**src/rtl/ebox_pkg.sv**
```systemverilog
// ebox_pkg: shared EBOX definitions for the MBOX cycle controller.
// Provides the controller state type and the non-existent-memory timeout limit.
package ebox_pkg;
  typedef enum logic [2:0] {S_IDLE, S_REQ, S_RDWAIT, S_PAUSE, S_WREQ} mbox_state_e;
  localparam logic [7:0] NXM_LIMIT = 8'd255;
endpackage

```
**src/rtl/mbox_nxm_timer.sv**
```systemverilog
// mbox_nxm_timer: counts MBOX waiting cycles and flags a non-existent-memory timeout.
// Ports: clk, RESET_n (async, active low), clr_i (restart at 0), en_i (a waiting
// cycle), expire_o (this waiting cycle is the NXM_LIMIT-th one).
module mbox_nxm_timer
  import ebox_pkg::*;
(
  input  logic clk,
  input  logic RESET_n,
  input  logic clr_i,
  input  logic en_i,
  output logic expire_o
);
  logic [7:0] cnt_q, cnt_d;
  always_comb cnt_d = clr_i ? 8'd0 : en_i ? cnt_q + 8'd1 : cnt_q;
  always_ff @(posedge clk or negedge RESET_n)
    if (!RESET_n) cnt_q <= 8'd0;
    else cnt_q <= cnt_d;
  // cnt_q holds the waiting cycles already spent, so the limit is hit during the last one
  assign expire_o = en_i & (cnt_q == NXM_LIMIT - 8'd1);
endmodule

```
**src/rtl/mbox_cyc.sv**
```systemverilog
// mbox_cyc: EBOX-side MBOX cycle controller (read, write and read-pause-write).
// Inputs: CYC_REQ pulse with cycle type VMA_*, address VMA and store data AR;
// MBOX handshake MB_ACK/MB_PF/MB_RD_VALID/MB_RD_DATA; ERR_CLR for sticky errors.
// Outputs: MBOX request MB_REQ/MB_RD/MB_WR/MB_LOCK/MB_ADR/MB_WDATA, returned word
// EBOX_DATA with DATA_VALID strobe, MB_WAIT/BUSY status, sticky PF_HOLD/NXM_ERR/OVERRUN_ERR.
module mbox_cyc
  import ebox_pkg::*;
(
  input  logic         clk,
  input  logic         RESET_n,
  input  logic         CYC_REQ,
  input  logic         VMA_READ,
  input  logic         VMA_WRITE,
  input  logic         VMA_PAUSE,
  input  logic         VMA_FETCH,
  input  logic [13:35] VMA,
  input  logic [0:35]  AR,
  input  logic         MB_ACK,
  input  logic         MB_RD_VALID,
  input  logic [0:35]  MB_RD_DATA,
  input  logic         MB_PF,
  input  logic         ERR_CLR,
  output logic         MB_REQ,
  output logic         MB_RD,
  output logic         MB_WR,
  output logic         MB_LOCK,
  output logic [13:35] MB_ADR,
  output logic [0:35]  MB_WDATA,
  output logic [0:35]  EBOX_DATA,
  output logic         DATA_VALID,
  output logic         MB_WAIT,
  output logic         BUSY,
  output logic         PF_HOLD,
  output logic         NXM_ERR,
  output logic         OVERRUN_ERR
);
  mbox_state_e  state_q, state_d;
  logic [13:35] vma_q;
  logic [0:35]  ar_q, data_q;
  logic rd_q, wr_q, pause_q, dv_q, pf_q, nxm_q, ovr_q;
  logic accept, in_req, ack_ok, ack_pf, rd_done, waiting, expire, tmr_clr;
  // a write in PAUSE completes the read-pause-write; anything else outside IDLE is an overrun
  assign accept  = RESET_n & CYC_REQ & (state_q == S_IDLE | (state_q == S_PAUSE & VMA_WRITE));
  assign in_req  = state_q == S_REQ | state_q == S_WREQ;
  assign ack_ok  = in_req & MB_ACK & ~MB_PF;
  assign ack_pf  = in_req & MB_ACK & MB_PF;
  assign rd_done = state_q == S_RDWAIT & MB_RD_VALID;
  assign waiting = (in_req & ~MB_ACK) | (state_q == S_RDWAIT & ~MB_RD_VALID);
  always_comb begin
    state_d = state_q;
    if (accept) state_d = (state_q == S_PAUSE) ? S_WREQ : S_REQ;
    else if (expire | ack_pf) state_d = S_IDLE;
    else if (ack_ok) state_d = (state_q == S_REQ && rd_q) ? S_RDWAIT : S_IDLE;
    else if (rd_done) state_d = pause_q ? S_PAUSE : S_IDLE;
  end
  assign tmr_clr = (state_d != state_q) && (state_d inside {S_REQ, S_RDWAIT, S_WREQ});
  mbox_nxm_timer u_tmr (
    .clk      (clk),
    .RESET_n  (RESET_n),
    .clr_i    (tmr_clr),
    .en_i     (waiting),
    .expire_o (expire)
  );
  always_ff @(posedge clk or negedge RESET_n)
    if (!RESET_n) begin
      state_q <= S_IDLE;
      vma_q   <= '0;
      ar_q    <= '0;
      data_q  <= '0;
      rd_q    <= 1'b0;
      wr_q    <= 1'b0;
      pause_q <= 1'b0;
      dv_q    <= 1'b0;
      pf_q    <= 1'b0;
      nxm_q   <= 1'b0;
      ovr_q   <= 1'b0;
    end else begin
      state_q <= state_d;
      // the write half of an RPW keeps the address and type captured by the read
      if (accept && state_q == S_IDLE) begin
        vma_q   <= VMA;
        rd_q    <= VMA_READ | VMA_FETCH;
        wr_q    <= VMA_WRITE & ~VMA_PAUSE;
        pause_q <= VMA_PAUSE;
      end
      if (accept && VMA_WRITE) ar_q <= AR;
      if (rd_done) data_q <= MB_RD_DATA;
      dv_q  <= rd_done;
      pf_q  <= ack_pf | (pf_q & ~ERR_CLR);
      nxm_q <= expire | (nxm_q & ~ERR_CLR);
      ovr_q <= (CYC_REQ & ~accept) | (ovr_q & ~ERR_CLR);
    end
  assign MB_REQ      = in_req;
  assign MB_RD       = state_q == S_REQ & rd_q;
  assign MB_WR       = (state_q == S_REQ) ? wr_q : state_q == S_WREQ;
  assign MB_LOCK     = state_q == S_WREQ | (pause_q & rd_q & state_q inside {S_REQ, S_RDWAIT, S_PAUSE});
  assign MB_ADR      = vma_q;
  assign MB_WDATA    = ar_q;
  assign EBOX_DATA   = data_q;
  assign DATA_VALID  = dv_q;
  assign MB_WAIT     = (state_q inside {S_REQ, S_RDWAIT, S_WREQ}) | accept;
  assign BUSY        = state_q != S_IDLE;
  assign PF_HOLD     = pf_q;
  assign NXM_ERR     = nxm_q;
  assign OVERRUN_ERR = ovr_q;
endmodule

```
**config.mk**
```make
export PLATFORM = sky130hd
export DESIGN_NAME = mbox_cyc
export DESIGN_NICKNAME = d
export VERILOG_FILES = /design/src/rtl/ebox_pkg.sv /design/src/rtl/mbox_nxm_timer.sv /design/src/rtl/mbox_cyc.sv
export SDC_FILE = /design/constraint.sdc
export NUM_CORES = 1
export LEC_CHECK = 0
export CELL_PAD_IN_SITES_DETAIL_PLACEMENT = 0
export CELL_PAD_IN_SITES_GLOBAL_PLACEMENT = 1
export CORE_ASPECT_RATIO = 1.1
export CORE_UTILIZATION = 35
export CTS_CLUSTER_SIZE = 28
export DETAILED_ROUTE_END_ITERATION = 8
export GPL_TIMING_DRIVEN = 0
export PLACE_DENSITY = 0.94
export RECOVER_POWER = 25
export SYNTH_ARGS = -nofsm -noshare
export SYNTH_HDL_FRONTEND = slang
export SYNTH_HIERARCHICAL = 1
export SYNTH_SLANG_ARGS = --single-unit
```
**constraint.sdc**
```tcl
create_clock -name clk -period 3.7 [get_ports clk]
set_clock_uncertainty 0.05 [all_clocks]
set_input_delay 0.925 -clock clk [delete_from_list [all_inputs] [get_ports clk]]
set_output_delay 0.925 -clock clk [all_outputs]
set_load 0.1 [all_outputs]
```
After elaboration in Yosys (flattened, before gate mapping)
Index checks and enable logic that the tools add are counted.
Widths: inputs -> output; s select.

storage, ports and cells
  bits in registers = 113
  input bits = 106
  output and inout bits = 105

cells by class
  add/subtract/negate cells = 1
  eq/ne operators = 9
  multiplexer cells = 10
  bitwise gates (word level) = 34
  reduce and logical (&&, ||, !) cells = 10

operators with widths
  operator             number
  $and 1x1->1          18
  $mux 8               2
  $mux 3               5
  $reduce_bool 3->1    4
  $or 1x1->1           10
  $eq 3x2->1 const B   3
  $add 8x1->8 const B  1
  $eq 8x8->1 const B   1
  $eq 3x1->1 const B   2
  $eq 3x3->1 const B   2
  $not 1->1            6
  $logic_and 1x1->1    4
  $mux 2               2
  $logic_not 3->1      1
  $ne 3x3->1           1
  $reduce_bool 2->1    1
  $mux 1               1

Logic depth before layout (Yosys ltp)
Gate-level depths: netlist (run 1).

  depth in word-level cells = 12
  mapped depth = 13
  gate-level depth less buffers = 10

Modules after synthesis
The synthesis (run 1) kept the hierarchy.

modules (own cells, without submodules)
  module          instances  cells each  area each (sq um)
  mbox_cyc        1          269         4,249.1
  mbox_nxm_timer  1          41          411.6

Least setup slack after synthesis (run 1)
Ideal clock, no wire load.

  kind = reg-to-output
  start = register state_q[2]
  end = output MB_WR
  data arrival time = 2.248 ns
  required time = 2.725 ns
  path slack = 0.477 ns
  cell stages (with the launch flop) = 5
  cell sequence = dfrtp_1 buf_2 inv_1 nand3_1 a21oi_1

between the ends
  cells in the longest elaborated chain, start to end = 2

RTL lines
  element                                          line            text
  start, declared                                  mbox_cyc.sv:37  mbox_state_e state_q, state_d;
  start signal, assigned                           mbox_cyc.sv:78  state_q <= state_d;
  $eq 3x3->1 / $eq 3x1->1 (equally long branches)  mbox_cyc.sv:95  assign MB_WR = (state_q == S_REQ) ? wr_q : state_q == S_WREQ;
  $mux 1 (*)                                       mbox_cyc.sv:95
  end, declared                                    mbox_cyc.sv:25  output logic MB_WR,

Every way passes the cells marked *; elsewhere a longest branch is shown, timed or not.

Final worst setup path (run 1)
Same ends and word-level chain as after synthesis.

==> results.yml, run 1 <==
cts:
  hold_buffers: 0
  cts_buffer_depth: 2
  clk_pin_slew_worst_paths_ps: 50
  tritoncts: "done"
  cts_sinks: 113
  cts_made_buffers: 17
  insertion_delay_ps: 410
  htreeDepth: 4
  cts_root_buffer: "clkbuf_16"
  cts_setup_buffers: 0
sta:
  min_period_ps: 3560
  final_max_slew_viol_count: 0
  finalSetupViolCount: 0
  rsz0062_at_grt: "false"
  final.setup.worst_slack_ps: 141
  fin_crit_sh: 0.962
  fin_tns_setup_ps: 0
  fmax_ghz: 0.281
  finalHoldViolCount: 0
  tightest_slew_ps: 1030
  slew_headroom: 0.311
synthesis:
  synth_cells: 310
  synth_top_area_frac: 0.607
  synth_area_per_cell_sq_um: 15.0
  synthesis.area_sq_um: 4660
  synth_area_leaders: "dfrtp_1 61%, mux2_2 16%, mux2_4 9.7%"
  synth-edff-count: 0
  yosysMostFrequentCell: "dfrtp_1"
  yosysUniqueCellTypes: 42
  seq_area_frac_synth: 0.607
  yosysTopAreaCell: "dfrtp_1"
  async_flop_share: 1.00
  syn_nets: 418
  yosys_warnings: 6
  ys_ff_latch: 113
  synthFlopType: "dfrtp_1"
  synth.cells.most_frequent: "113 x dfrtp_1, 66 x mux2_2, 30 x mux2_4"
routing:
  wl_um: 11700
  ant_nets: 0
  via_per_inst: 4.78
  wl_per_cell_um: 16.5
  drc: 16
  dr.pass1.iters: 8
  num_vias: 3395
  drt_iter0_markers: 125
global_routing:
  grt_usage: 0.176
  grt_pass1_wl_um: 18100
  antenna_found_initial: 0
  grt_max_degree: 66
  gr-total-overflow: 0
  grt_pass1_vias: 3517
critical_path:
  startpoint_type: "register"
  crit_type: "reg -> out"
  slowest_stage: "clkdlybuf4s50_1"
  crit_buf_inv: 3
  r2r_start: "state_q[2]"
  startpoint: "state_q[2]"
  crit_cells: 5
  timing.rr.end: "u_tmr/cnt_q[0]"
  path_cells: "buf_2 -> inv_1 -> nand3_1 -> a21oi_1 -> clkdlybuf4s50_1"
  crit_required_ps: 2720
  critical_path.endpoint: "MB_WR"
  reg2reg_depth: 13
  slowest_delay_ps: 1140
  cp_data_arrival_time_ps: 2580
  cpLargestDelayFamily: "buffers and inverters"
  endpoint_kind: "primary output"
  r2r_slack_ps: 940
  cp_max_fo: 10
final_layout:
  drive_above_1_share: 0.266
  fin_util: 0.595
  nets: 648
  area_delta_synth_final_pct: 63.5
  n_antenna_cell: 0
floorplanning:
  die_h_um: 123
  dieArea_sq_um: 13800
  ios: 211
  die_w_um: 112
  rows: 43
  initial_core_util: 0.364
  core_region_area_sq_um: 12800
placement:
  dp_hpwl_um: 8740
  portBuffers: 210
  gp_congestion: 0.901
  pre_cts_slack_ps: -1030
outcome:
  status: "complete, but fails checks"
  violations: "DRC"
run:
  drv_cap: 0
hold_path:
  hold_class: "in -> async"
what timing repair did:
| item | in CTS | in global routing |
|---|---|---|
| resized for setup | 8 | 2 |
| pin swaps | 0 | 0 |
| setup endpoints to repair | 1 | 2 |
placed cells by master, fill, tap and decap left out, types with 2 or more instances in the layout:
master | synthesis | final
a21o_1 | 2 | 2
o21ai_0 | 9 | 9
or3_1 | 3 | 3
mux2_4 | 30 | 30
xnor2_1 | 2 | 2
dfrtp_1 | 113 | 113
clkbuf_1 | 1 | 5
xor2_1 | 3 | 3
nor3_1 | 2 | 2
mux2_2 | 66 | 66
clkbuf_16 | 0 | 17
nand3_1 | 4 | 4
and3_1 | 2 | 2
nand2_1 | 10 | 10
nand2b_1 | 2 | 2
buf_6 | 4 | 4
bufinv_16 | 0 | 4
ha_1 | 2 | 2
buf_4 | 4 | 5
clkinvlp_4 | 0 | 4
a31oi_1 | 2 | 2
a21oi_1 | 5 | 5
nor2_1 | 9 | 9
inv_1 | 5 | 5
buf_2 | 7 | 7
clkdlybuf4s50_1 | 0 | 207
clkbuf_8 | 0 | 2
nand4_1 | 3 | 3
a22o_1 | 2 | 2
worst register-to-register path, delay by kind of cell (launching register included):
family	cells	cell delay, ps
AND/OR/NAND/NOR	4	690
flip-flops	1	370
AO/OA/AOI/OAI	5	650
buffers and inverters	4	890
flip-flops by register name (all words and copies together) (netlist names):
register / cells
EBOX_DATA: 36
MB_WDATA: 36
MB_ADR: 23
u_tmr/cnt_q: 8
state_q: 3
DATA_VALID: 1
NXM_ERR: 1
OVERRUN_ERR: 1
PF_HOLD: 1
pause_q: 1
rd_q: 1
wr_q: 1
worst min path at each step:
stage	start	endpoint	slack (ps)	cells after the start
global placement	wr_q	wr_q	420	2
CTS	RESET_n	MB_WDATA[20]	410	1
floorplan	wr_q	wr_q	400	2
global route	RESET_n	MB_WDATA[29]	350	1
detailed placement	wr_q	wr_q	440	2
finish	RESET_n	MB_WDATA[29]	340	1
metal layers:
metal | track usage | routed length, um
met5 | 0 | 0
met4 | 0.0900 | 320
met3 | 0.0873 | 1330
met2 | 0.284 | 5630
met1 | 0.192 | 4460
through the flow:
stage          cell area, sq um  hold slack (ps)  cells
3_3_place_gp               6960              425    677
2_1_floorplan              4660              400    310
3_5_place_dp               6980              436    678
5_1_grt                    7620              353    710
4_1_cts                    7610              406    710
6_report                   7620              337    710
logic make-up (layout without fill, tap and decap cells):
group           Yosys count  count (layout)  synth area share
fa+ha+maj                 3               3           0.00752
simple gates             42              42            0.0505
compound gates           29              29            0.0403
buf+inv                  22             265            0.0295
xor+xnor                  5               5           0.00940
mux                      96              96             0.256
flops                   113             113             0.607
cell type report:
type | instances | area, sq um
repair buffers | 211 | 2140
clock inverters | 9 | 155
fillers | 1007 | 5180
inverters | 5 | 18.8
multi-input cells | 175 | 1700
clock buffers | 23 | 468
well taps | 157 | 196
plain buffers | 17 | 119
flip-flops and latches | 113 | 2830
Power of run 1 is left out: the tool's default activity adds up to more than one toggle a clock period on the data nets, which glitch-free logic cannot reach.
==> run 2: changes to the inputs <==
--- a/config.mk
+++ b/config.mk
@@ -12,6 +12,7 @@
 export CTS_CLUSTER_SIZE = 28
 export DETAILED_ROUTE_END_ITERATION = 8
 export GPL_TIMING_DRIVEN = 0
+export HOLD_SLACK_MARGIN = 0.12
 export PLACE_DENSITY = 0.94
 export RECOVER_POWER = 25
 export SYNTH_ARGS = -nofsm -noshare
==> results of run 2 <==
Same layout as run 1: the final DEF is identical, and so are final timing and power.
Power of run 2 is left out for the same reason.
